## src/rtl/mem_arbiter_pkg.sv

```systemverilog
// Shared widths, client request record and payload helpers for the two-client
// memory arbiter.
package mem_arbiter_pkg;

    localparam int RW        = 16;
    localparam int WB_ADDR_W = 16;

    typedef struct packed {
        logic                 we;
        logic [WB_ADDR_W-1:0] addr;
        logic [RW-1:0]        data;
    } client_req_t;

    // Write data travels downstream only on writes; reads present zero.
    function automatic client_req_t latch_req(input client_req_t req);
        client_req_t r;
        r      = req;
        r.data = req.we ? req.data : {RW{1'b0}};
        return r;
    endfunction

    // Read data travels upstream only on reads; writes return zero.
    function automatic logic [RW-1:0] rd_payload(input logic we, input logic [RW-1:0] d);
        return we ? {RW{1'b0}} : d;
    endfunction

endpackage

```

## src/rtl/mem_arbiter_if.sv

```systemverilog
// Bundle of client-side and master-side signals around the arbiter.
// The slave modport is the arbiter's view and the master modport is the environment's.
interface mem_arbiter_if;
    import mem_arbiter_pkg::*;

    logic                 i_c0_req;
    logic                 i_c0_we;
    logic [WB_ADDR_W-1:0] i_c0_addr;
    logic [RW-1:0]        i_c0_data;
    logic [RW-1:0]        o_c0_data;
    logic                 o_c0_ack;

    logic                 i_c1_req;
    logic                 i_c1_we;
    logic [WB_ADDR_W-1:0] i_c1_addr;
    logic [RW-1:0]        i_c1_data;
    logic [RW-1:0]        o_c1_data;
    logic                 o_c1_ack;

    logic                 o_mem_req;
    logic                 o_mem_we;
    logic [WB_ADDR_W-1:0] o_mem_addr;
    logic [RW-1:0]        o_mem_data;
    logic [RW-1:0]        i_mem_data;
    logic                 i_mem_ack;
    logic                 o_mem_next;

    modport slave (
        input  i_c0_req, i_c0_we, i_c0_addr, i_c0_data,
        output o_c0_data, o_c0_ack,
        input  i_c1_req, i_c1_we, i_c1_addr, i_c1_data,
        output o_c1_data, o_c1_ack,
        output o_mem_req, o_mem_we, o_mem_addr, o_mem_data, o_mem_next,
        input  i_mem_data, i_mem_ack
    );

    modport master (
        output i_c0_req, i_c0_we, i_c0_addr, i_c0_data,
        input  o_c0_data, o_c0_ack,
        output i_c1_req, i_c1_we, i_c1_addr, i_c1_data,
        input  o_c1_data, o_c1_ack,
        input  o_mem_req, o_mem_we, o_mem_addr, o_mem_data, o_mem_next,
        output i_mem_data, i_mem_ack
    );

endinterface

```

## src/rtl/mem_arbiter_rr_pick2.sv

```systemverilog
// Combinational two-way round-robin pick: a lone eligible client wins,
// and on a tie the client that was not granted last wins.
module rr_pick2 (
    input  logic [1:0] elig_i,
    input  logic       last_i,
    output logic       gnt_valid_o,
    output logic       gnt_idx_o
);

    // Grant selection from eligibility and the previous winner.
    always_comb begin
        gnt_valid_o = |elig_i;
        gnt_idx_o   = 1'b0;
        case (elig_i)
            2'b01:   gnt_idx_o = 1'b0;
            2'b10:   gnt_idx_o = 1'b1;
            2'b11:   gnt_idx_o = ~last_i;
            default: gnt_idx_o = 1'b0;
        endcase
    end

endmodule

```

## src/rtl/mem_arbiter.sv

```systemverilog
// Merges the instruction-fetch client (0) and data client (1) onto the single
// request port of wishbone_master, one access in flight, registered outputs.
module mem_arbiter
    import mem_arbiter_pkg::*;
(
    input  logic          i_clk,
    input  logic          i_rst,
    mem_arbiter_if.slave  bus
);

    typedef enum logic [0:0] {
        ST_IDLE = 1'b0,
        ST_BUSY = 1'b1
    } state_e;

    state_e            state_q, state_d;
    logic              owner_q, owner_d;
    logic              last_q, last_d;
    logic              mem_req_q, mem_req_d;
    client_req_t       mem_q, mem_d;
    logic [1:0]        ack_q, ack_d;
    logic [1:0][RW-1:0] cdata_q, cdata_d;

    logic [1:0]        elig_s;
    logic              gnt_valid_s;
    logic              gnt_idx_s;
    client_req_t       c0_req_s, c1_req_s, sel_req_s;

    // A client is not eligible during the cycle its own ack is being shown.
    assign elig_s   = {bus.i_c1_req & ~ack_q[1], bus.i_c0_req & ~ack_q[0]};
    assign c0_req_s = '{we: bus.i_c0_we, addr: bus.i_c0_addr, data: bus.i_c0_data};
    assign c1_req_s = '{we: bus.i_c1_we, addr: bus.i_c1_addr, data: bus.i_c1_data};
    assign sel_req_s = gnt_idx_s ? c1_req_s : c0_req_s;

    rr_pick2 u_pick (
        .elig_i      (elig_s),
        .last_i      (last_q),
        .gnt_valid_o (gnt_valid_s),
        .gnt_idx_o   (gnt_idx_s)
    );

    // State and datapath registers with synchronous reset.
    always_ff @(posedge i_clk) begin
        if (i_rst) begin
            state_q   <= ST_IDLE;
            owner_q   <= 1'b0;
            last_q    <= 1'b1;
            mem_req_q <= 1'b0;
            mem_q     <= '{we: 1'b0, addr: {WB_ADDR_W{1'b0}}, data: {RW{1'b0}}};
            ack_q     <= 2'b00;
            cdata_q   <= {2{ {RW{1'b0}} }};
        end else begin
            state_q   <= state_d;
            owner_q   <= owner_d;
            last_q    <= last_d;
            mem_req_q <= mem_req_d;
            mem_q     <= mem_d;
            ack_q     <= ack_d;
            cdata_q   <= cdata_d;
        end
    end

    // Next-state: a grant enters BUSY, the master's ack returns to IDLE.
    always_comb begin
        state_d = state_q;
        case (state_q)
            ST_IDLE: begin
                if (gnt_valid_s) begin
                    state_d = ST_BUSY;
                end else begin
                    state_d = ST_IDLE;
                end
            end
            ST_BUSY: begin
                if (bus.i_mem_ack) begin
                    state_d = ST_IDLE;
                end else begin
                    state_d = ST_BUSY;
                end
            end
            default: state_d = ST_IDLE;
        endcase
    end

    // Output/datapath next values; a spurious ack in IDLE falls through to hold.
    always_comb begin
        owner_d   = owner_q;
        last_d    = last_q;
        mem_req_d = mem_req_q;
        mem_d     = mem_q;
        ack_d     = 2'b00;
        cdata_d   = cdata_q;
        case (state_q)
            ST_IDLE: begin
                if (gnt_valid_s) begin
                    owner_d   = gnt_idx_s;
                    last_d    = gnt_idx_s;
                    mem_req_d = 1'b1;
                    mem_d     = latch_req(sel_req_s);
                end else begin
                    mem_req_d = mem_req_q;
                end
            end
            ST_BUSY: begin
                if (bus.i_mem_ack) begin
                    mem_req_d        = 1'b0;
                    ack_d[owner_q]   = 1'b1;
                    cdata_d[owner_q] = rd_payload(mem_q.we, bus.i_mem_data);
                end else begin
                    mem_req_d = mem_req_q;
                end
            end
            default: begin
                mem_req_d = 1'b0;
            end
        endcase
    end

    assign bus.o_mem_req  = mem_req_q;
    assign bus.o_mem_we   = mem_q.we;
    assign bus.o_mem_addr = mem_q.addr;
    assign bus.o_mem_data = mem_q.data;
    assign bus.o_mem_next = 1'b0;
    assign bus.o_c0_ack   = ack_q[0];
    assign bus.o_c1_ack   = ack_q[1];
    assign bus.o_c0_data  = cdata_q[0];
    assign bus.o_c1_data  = cdata_q[1];

endmodule

```

## src/flat_wrapper.sv

```systemverilog
// flat-port wrapper written by rule: the top's interface ports become plain ports
module mem_arbiter_flat import mem_arbiter_pkg::*;
  (i_clk, i_rst, bus_i_c0_req, bus_i_c0_we, bus_i_c0_addr, bus_i_c0_data, bus_o_c0_data, bus_o_c0_ack, bus_i_c1_req, bus_i_c1_we, bus_i_c1_addr, bus_i_c1_data, bus_o_c1_data, bus_o_c1_ack, bus_o_mem_req, bus_o_mem_we, bus_o_mem_addr, bus_o_mem_data, bus_o_mem_next, bus_i_mem_data, bus_i_mem_ack);
  mem_arbiter_if bus_i ();
  input  logic i_clk;
  input  logic i_rst;
  input wire logic [$bits(bus_i.i_c0_req)-1:0] bus_i_c0_req;
  input wire logic [$bits(bus_i.i_c0_we)-1:0] bus_i_c0_we;
  input wire logic [$bits(bus_i.i_c0_addr)-1:0] bus_i_c0_addr;
  input wire logic [$bits(bus_i.i_c0_data)-1:0] bus_i_c0_data;
  output wire logic [$bits(bus_i.o_c0_data)-1:0] bus_o_c0_data;
  output wire logic [$bits(bus_i.o_c0_ack)-1:0] bus_o_c0_ack;
  input wire logic [$bits(bus_i.i_c1_req)-1:0] bus_i_c1_req;
  input wire logic [$bits(bus_i.i_c1_we)-1:0] bus_i_c1_we;
  input wire logic [$bits(bus_i.i_c1_addr)-1:0] bus_i_c1_addr;
  input wire logic [$bits(bus_i.i_c1_data)-1:0] bus_i_c1_data;
  output wire logic [$bits(bus_i.o_c1_data)-1:0] bus_o_c1_data;
  output wire logic [$bits(bus_i.o_c1_ack)-1:0] bus_o_c1_ack;
  output wire logic [$bits(bus_i.o_mem_req)-1:0] bus_o_mem_req;
  output wire logic [$bits(bus_i.o_mem_we)-1:0] bus_o_mem_we;
  output wire logic [$bits(bus_i.o_mem_addr)-1:0] bus_o_mem_addr;
  output wire logic [$bits(bus_i.o_mem_data)-1:0] bus_o_mem_data;
  output wire logic [$bits(bus_i.o_mem_next)-1:0] bus_o_mem_next;
  input wire logic [$bits(bus_i.i_mem_data)-1:0] bus_i_mem_data;
  input wire logic [$bits(bus_i.i_mem_ack)-1:0] bus_i_mem_ack;
  assign bus_i.i_c0_req = bus_i_c0_req;
  assign bus_i.i_c0_we = bus_i_c0_we;
  assign bus_i.i_c0_addr = bus_i_c0_addr;
  assign bus_i.i_c0_data = bus_i_c0_data;
  assign bus_o_c0_data = bus_i.o_c0_data;
  assign bus_o_c0_ack = bus_i.o_c0_ack;
  assign bus_i.i_c1_req = bus_i_c1_req;
  assign bus_i.i_c1_we = bus_i_c1_we;
  assign bus_i.i_c1_addr = bus_i_c1_addr;
  assign bus_i.i_c1_data = bus_i_c1_data;
  assign bus_o_c1_data = bus_i.o_c1_data;
  assign bus_o_c1_ack = bus_i.o_c1_ack;
  assign bus_o_mem_req = bus_i.o_mem_req;
  assign bus_o_mem_we = bus_i.o_mem_we;
  assign bus_o_mem_addr = bus_i.o_mem_addr;
  assign bus_o_mem_data = bus_i.o_mem_data;
  assign bus_o_mem_next = bus_i.o_mem_next;
  assign bus_i.i_mem_data = bus_i_mem_data;
  assign bus_i.i_mem_ack = bus_i_mem_ack;
  mem_arbiter u_core (.i_clk(i_clk), .i_rst(i_rst), .bus(bus_i));
endmodule
```

## config.mk

```make
export PLATFORM = sky130hd
export DESIGN_NAME = mem_arbiter_flat
export DESIGN_NICKNAME = d
export VERILOG_FILES = /design/src/rtl/mem_arbiter_pkg.sv /design/src/rtl/mem_arbiter_if.sv /design/src/rtl/mem_arbiter_rr_pick2.sv /design/src/rtl/mem_arbiter.sv /design/src/flat_wrapper.sv
export SDC_FILE = /design/constraint.sdc
export NUM_CORES = 1
export LEC_CHECK = 0
export CAP_MARGIN = 30
export CORE_AREA = 2 2 95 97
export CTS_CLUSTER_DIAMETER = 40
export DETAILED_ROUTE_END_ITERATION = 8
export DIE_AREA = 0 0 97 99
export PLACE_DENSITY = 0.72
export SLEW_MARGIN = 5
export SYNTH_ARGS = -nofsm -noshare
export SYNTH_HDL_FRONTEND = slang
export SYNTH_HIERARCHICAL = 1
export SYNTH_SLANG_ARGS = --single-unit
```

## constraint.sdc

```tcl
create_clock -name i_clk -period 3 [get_ports i_clk]
set_input_delay 0.6 -clock i_clk [delete_from_list [all_inputs] [get_ports i_clk]]
set_output_delay 0.6 -clock i_clk [all_outputs]
set_load 0.01 [all_outputs]
```

* Word level (Yosys, flattened, before mapping)
Index checks and enable logic that the tools add are counted. Widths: inputs -> output; s select.
Word-level totals: flip-flop bits (word level) 71, memories kept 0, input port bits 87, memory bits (read-only) 0, output and inout bits 69, latch bits 0, memory bits (writable) 0, word-level logic and storage cells 44
Cells by class: reduce and logical (&&, ||, !) cells 6, add/sub/neg operators 0, mux-type cells 15, div/mod/pow operators 0, multiply operators 0, $lt $le $gt $ge 2, shifts and indexed selects 0, bitwise logic cells 7, eq/ne operators 4
Operators with widths (number):
- $mux 16 | 3
- $mux 33 | 1
- $bwmux 32 | 1
- $demux 16 s1 | 1
- $pmux 1 s2 | 3
- $reduce_and 2->1 | 3
- $mux 1 | 5
- $not 1->1 | 5
- $eq 2x2->1 const B | 2
- $reduce_or 3->1 | 1
- $and 1x1->1 | 2
- $lt 1x2->1 const B | 1
- $ne 2x1->1 const B | 1
- $ne 2x2->1 const B | 1
- $reduce_or 2->1 | 1
- $demux 1 s1 | 1
- $ge 1x1->1 const B | 1
- $logic_and 1x1->1 | 1

* Longest topological paths before layout
word-level depth 6, gate-level depth with buffers 8, mapped depth without buffers 5

* Hierarchy
The synthesis kept the hierarchy.
By module, submodules not included:
- mem_arbiter | instances 1, cells each 315, area an instance 2912.8 sq um
- rr_pick2 | instances 1, cells each 2, area an instance 13.8 sq um

* Least setup slack after synthesis
Ideal clock, no wire load.
path kind input-to-reg, start input port bus_i_c1_req, end register u_core.mem_q, in the netlist u_core/bus.o_mem_data[0], stages on the path 7, data required time 2.932 ns, path buffers 2, path slack 1.043 ns, arrival time 1.889 ns, path through nor2b_1 or2_1 nor2b_1 buf_2 nor2_1 buf_4 o2bb2ai_2
On the way: elaborated cells between the ends (all ways) 8
RTL lines:
- from (decl) | line flat_wrapper.sv:13 | input wire logic [$bits(bus_i.i_c1_req)-1:0] bus_i_c1_req;
- $and 1x1->1 | line mem_arbiter.sv:30 | assign elig_s = {bus.i_c1_req & ~ack_q[1], bus.i_c0_req & ~ack_q[0]};
- $reduce_or 2->1 | line mem_arbiter_rr_pick2.sv:12 | gnt_valid_o = |elig_i;
- net u_core.gnt_valid_s | line mem_arbiter.sv:25 | logic gnt_valid_s;
- $reduce_and 2->1 (no source line)
- to (signal assigned) | line mem_arbiter.sv:49 | mem_q <= '{we: 1'b0, addr: {WB_ADDR_W{1'b0}}, data: {RW{1'b0}}};
- to (signal assigned) | line mem_arbiter.sv:57 | mem_q <= mem_d;
- to (decl) | line mem_arbiter.sv:20 | client_req_t mem_q, mem_d;
The timed path passes the listed nets, and every way through them passes these cells. A chain may end at the register's enable or synchronous reset.

* Worst setup path after layout
start input port bus_i_c1_req, end register u_core.mem_q, in the netlist u_core/bus.o_mem_data[4]
On the way: word-level cells in the longest chain between the ends 5, elaborated cells between the ends (all ways) 8
Ends and longest elaborated chain:
- $and 1x1->1 * | line mem_arbiter.sv:30
- net u_core.elig_s[1] | line mem_arbiter.sv:24 | logic [1:0] elig_s;
- $eq 2x2->1 | line mem_arbiter_rr_pick2.sv:14 | case (elig_i)
- $pmux 1 s2 * | line mem_arbiter_rr_pick2.sv:14
- net u_core.gnt_idx_s | line mem_arbiter.sv:26 | logic gnt_idx_s;
- $mux 33 * | line mem_arbiter.sv:33 | assign sel_req_s = gnt_idx_s ? c1_req_s : c0_req_s;
- $mux 16 * | line mem_arbiter_pkg.sv:18 | r.data = req.we ? req.data : {RW{1'b0}};
The timed path passes the listed nets; every way through them passes the cells marked *.

==> results.json <==
{
  "hold_class": "flop to flop",
  "register_area_um2": 1421,
  "synth_enable_flop_cells": 0,
  "fmaxAchievable_ghz": 0.4266,
  "cts_resized": 0,
  "cts_inserted_buffers": 9,
  "placed_cell_area_um2": 4509,
  "clock_tree_from_tritoncts": "built",
  "antenna_found_initial": 0,
  "cellPowerDensity_nw_per_um2": 498.5,
  "final-hold-violation-count": 0,
  "grt_setup_unrepaired": "no",
  "clk_latency_ns": 0.33,
  "rows": 34,
  "critical_path.endpoint": "u_core/bus.o_mem_data[4]",
  "dp.final_hpwl_mm": 5.821,
  "min_delay_path_depth": 2,
  "ctsHoldBuffers": 0,
  "synthesis.area_um2": 2927,
  "yosys.cell_types.count": 24,
  "post-synth-top-area-cell": "sky130_fd_sc_hd__dfxtp_1",
  "route.final.wire_length_mm": 8.072,
  "chipHeight_um": 99,
  "syn2layout_area_growth_pct": 61.99,
  "clk_transition_reported_paths_ns": 0.08,
  "ys_async_sr_fraction": 0,
  "drt-vias-per-instance": 4.707,
  "worstMarginPinSlew_ns": 0.7333,
  "wire_length_per_cell_um": 14.06,
  "nFillCells": 776,
  "count_of_antenna_violating_nets_left_after_detailed_routing": 0,
  "timing.final.max_slew_violations": 0,
  "grt_pass1_wl_mm": 13.20,
  "register_to_register_setup_slack_ns": 1.10,
  "drt_first_iter_violations": 74,
  "max_h_tree_level": 3,
  "post_route_cells_drive_above_1_share": 0.07511,
  "number_of_buffers_inserted_by_port_buffering": 154,
  "clock_sinks": 71,
  "floorplan.io_pins": 156,
  "drc_errors": 0,
  "syn_avg_cell_area_um2": 9.232,
  "core_region_area_um2": 8551,
  "drt-pass1-iter-count": 4,
  "via_count": 2702,
  "ff2ff_path_depth": 5,
  "multi_input_comb_area_um2": 1379,
  "outcome": "completed",
  "finish.instance_area_um2": 4741,
  "worst_r2r_startpoint": "u_core/ack_q[1]",
  "postCtsSetupBuffers": 0,
  "critical_path.reg2reg.endpoint": "u_core/bus.o_mem_data[4]",
  "timing.clock.skew_ns": 0.007503,
  "period_minus_slack_ns": 2.344,
  "design.final.nets": 548,
  "setup-tns-final_ns": 0,
  "track_usage": 0.1694,
  "global_route.overflow_total": 0,
  "synth.net_count": 404,
  "overall_die_area_um2": 9603,
  "chip_width_um": 97,
  "power.leakage_uw": 0.001722,
  "n_antenna_cell": 0,
  "yosys_register_bits": 71,
  "grt_start_max_net_pins": 57,
  "worst-setup-path-type": "primary input to flop",
  "cts.path.max_buffers": 2,
  "synth.top_cell.area_share": 0.4857,
  "yosysSeqAreaShare": 0.4857,
  "synth-main-ff-cell": "sky130_fd_sc_hd__dfxtp_1",
  "required_arrival_time_at_the_worst_endpoint_ns": 3.19,
  "root_buffer": "sky130_fd_sc_hd__clkbuf_8",
  "timing.critical_path.arrival_ns": 2.54,
  "crit_fanout": 16,
  "synthesis.instances": 317,
  "initial_utilization": 0.3423,
  "finalWeightedCongestion": 0.7345,
  "setup.worst_path.start": "bus_i_c1_req",
  "setup.worst_path.start_class": "primary input",
  "worst_slew_margin_rel": 0.5111,
  "setup_violations": 0,
  "power.ir.vdd_worst_uv": 269.2,
  "kind_of_end_point_of_the_critical_path": "flop",
  "final_min_period_over_clock_period": 0.7813,
  "yosysWarnings": 6,
  "first_global_vias": 2749,
  "cap_violations": 0,
  "cells_taking_the_most_area_after_synthesis": "sky130_fd_sc_hd__dfxtp_1 (49%), sky130_fd_sc_hd__mux2i_1 (11%), sky130_fd_sc_hd__nand2_1 (8.7%)"
}
-- layout make-up --
| cell class | count | area share |
|---|---|---|
| timing repair buffer | 159 | 0.3320 |
| sequential | 71 | 0.2998 |
| clock inverter | 5 | 0.01689 |
| clock buffer | 11 | 0.03193 |
| tap | 108 | 0.02850 |
| multi-input combinational | 220 | 0.2908 |
-- cell usage after synthesis (3+ instances only) --
cell type / number
sky130_fd_sc_hd__buf_4: 3
sky130_fd_sc_hd__o2bb2ai_1: 6
sky130_fd_sc_hd__nor2_1: 21
sky130_fd_sc_hd__buf_2: 7
sky130_fd_sc_hd__a211oi_1: 17
sky130_fd_sc_hd__dfxtp_1: 71
sky130_fd_sc_hd__a21oi_1: 36
sky130_fd_sc_hd__buf_6: 3
sky130_fd_sc_hd__mux2i_1: 33
sky130_fd_sc_hd__clkbuf_1: 11
sky130_fd_sc_hd__o2bb2ai_2: 10
sky130_fd_sc_hd__nor2b_1: 19
sky130_fd_sc_hd__nand2_1: 68
-- cell families after synthesis --
kind of cell / synth area share
AND/OR/NAND/NOR: 0.1753
flip-flops: 0.4857
AO/OA/AOI/OAI: 0.1770
multiplexers: 0.1129
buffers and inverters: 0.04788
other: 0.001281
-- how the worst min path moves through the flow --
stage                                        start                       end
final                     u_core/bus.o_c0_data[14]  u_core/bus.o_c0_data[14]
after floorplan                      u_core/last_q             u_core/last_q
after global placement     u_core/bus.o_c0_data[3]   u_core/bus.o_c0_data[3]
after global routing      u_core/bus.o_c0_data[14]  u_core/bus.o_c0_data[14]
after CTS                 u_core/bus.o_c0_data[14]  u_core/bus.o_c0_data[14]
after detailed placement  u_core/bus.o_c0_data[14]  u_core/bus.o_c0_data[14]
-- stage by stage --
stage / util / total power [uW] / hold WS, ns / setup slack [ns] / cells
2_1_floorplan: - / 1270 / 0.4366 / 1.043 / 317
3_3_place_gp: 0.5274 / 1519 / 0.4431 / 0.3503 / 558
3_5_place_dp: 0.5274 / 1524 / 0.4464 / 0.3497 / 558
4_1_cts: 0.5544 / 2398 / 0.4577 / 0.6796 / 574
5_1_grt: 0.5544 / 2474 / 0.4748 / 0.4760 / 574
6_report: 0.5544 / 2363 / 0.4544 / 0.6560 / 574
-- power by group --
part | total (uW) | switching, uW | internal [uW] | leakage, uW
Sequential | 1030 | 34.7 | 999 | 0.000580
Clock | 865 | 352 | 512 | 0.000112
Combinational | 465 | 198 | 267 | 0.00103
Total | 2360 | 585 | 1780 | 0.00172
-- registers in the layout (all words and copies together), names as in the netlist --
register / count
u_core/bus.o_mem_data: 16
u_core/bus.o_c1_data: 16
u_core/owner_q: 1
u_core/bus.o_mem_req: 1
u_core/bus.o_mem_addr: 16
u_core/ack_q: 2
u_core/last_q: 1
u_core/bus.o_c0_data: 16
u_core/bus.o_mem_we: 1
u_core/state_q: 1
-- metal layers --
layer / up-vias / global-route usage / share of wire
met5: - / 0 / 0
met4: 0 / 0.07151 / 0.018
met3: 13 / 0.05035 / 0.080
met2: 111 / 0.2906 / 0.48
met1: 1208 / 0.1978 / 0.42
li1: 1370 / - / -
-- critical path, stage by stage --
cell                              delay [ns]
sky130_fd_sc_hd__clkdlybuf4s50_1        0.46
sky130_fd_sc_hd__nor2b_1                0.21
sky130_fd_sc_hd__a21boi_4               0.23
sky130_fd_sc_hd__mux2i_1                0.24
sky130_fd_sc_hd__or3_1                  0.61
sky130_fd_sc_hd__o2bb2ai_1              0.17
-- layout by cell type, fill, tap and decap left out, types with 2 or more instances in the layout --
| master | count |
|---|---|
| sky130_fd_sc_hd__clkdlybuf4s50_1 | 153 |
| sky130_fd_sc_hd__dfxtp_1 | 71 |
| sky130_fd_sc_hd__nand2_1 | 68 |
| sky130_fd_sc_hd__a21oi_1 | 36 |
| sky130_fd_sc_hd__mux2i_1 | 33 |
| sky130_fd_sc_hd__nor2_1 | 21 |
| sky130_fd_sc_hd__nor2b_1 | 18 |
| sky130_fd_sc_hd__a211oi_1 | 17 |
| sky130_fd_sc_hd__clkbuf_8 | 11 |
| sky130_fd_sc_hd__o2bb2ai_2 | 10 |
| sky130_fd_sc_hd__o2bb2ai_1 | 6 |
| sky130_fd_sc_hd__buf_4 | 5 |
| sky130_fd_sc_hd__clkinvlp_4 | 2 |
| sky130_fd_sc_hd__bufinv_16 | 2 |
Note: power is estimated with default switching activity, not from simulation.
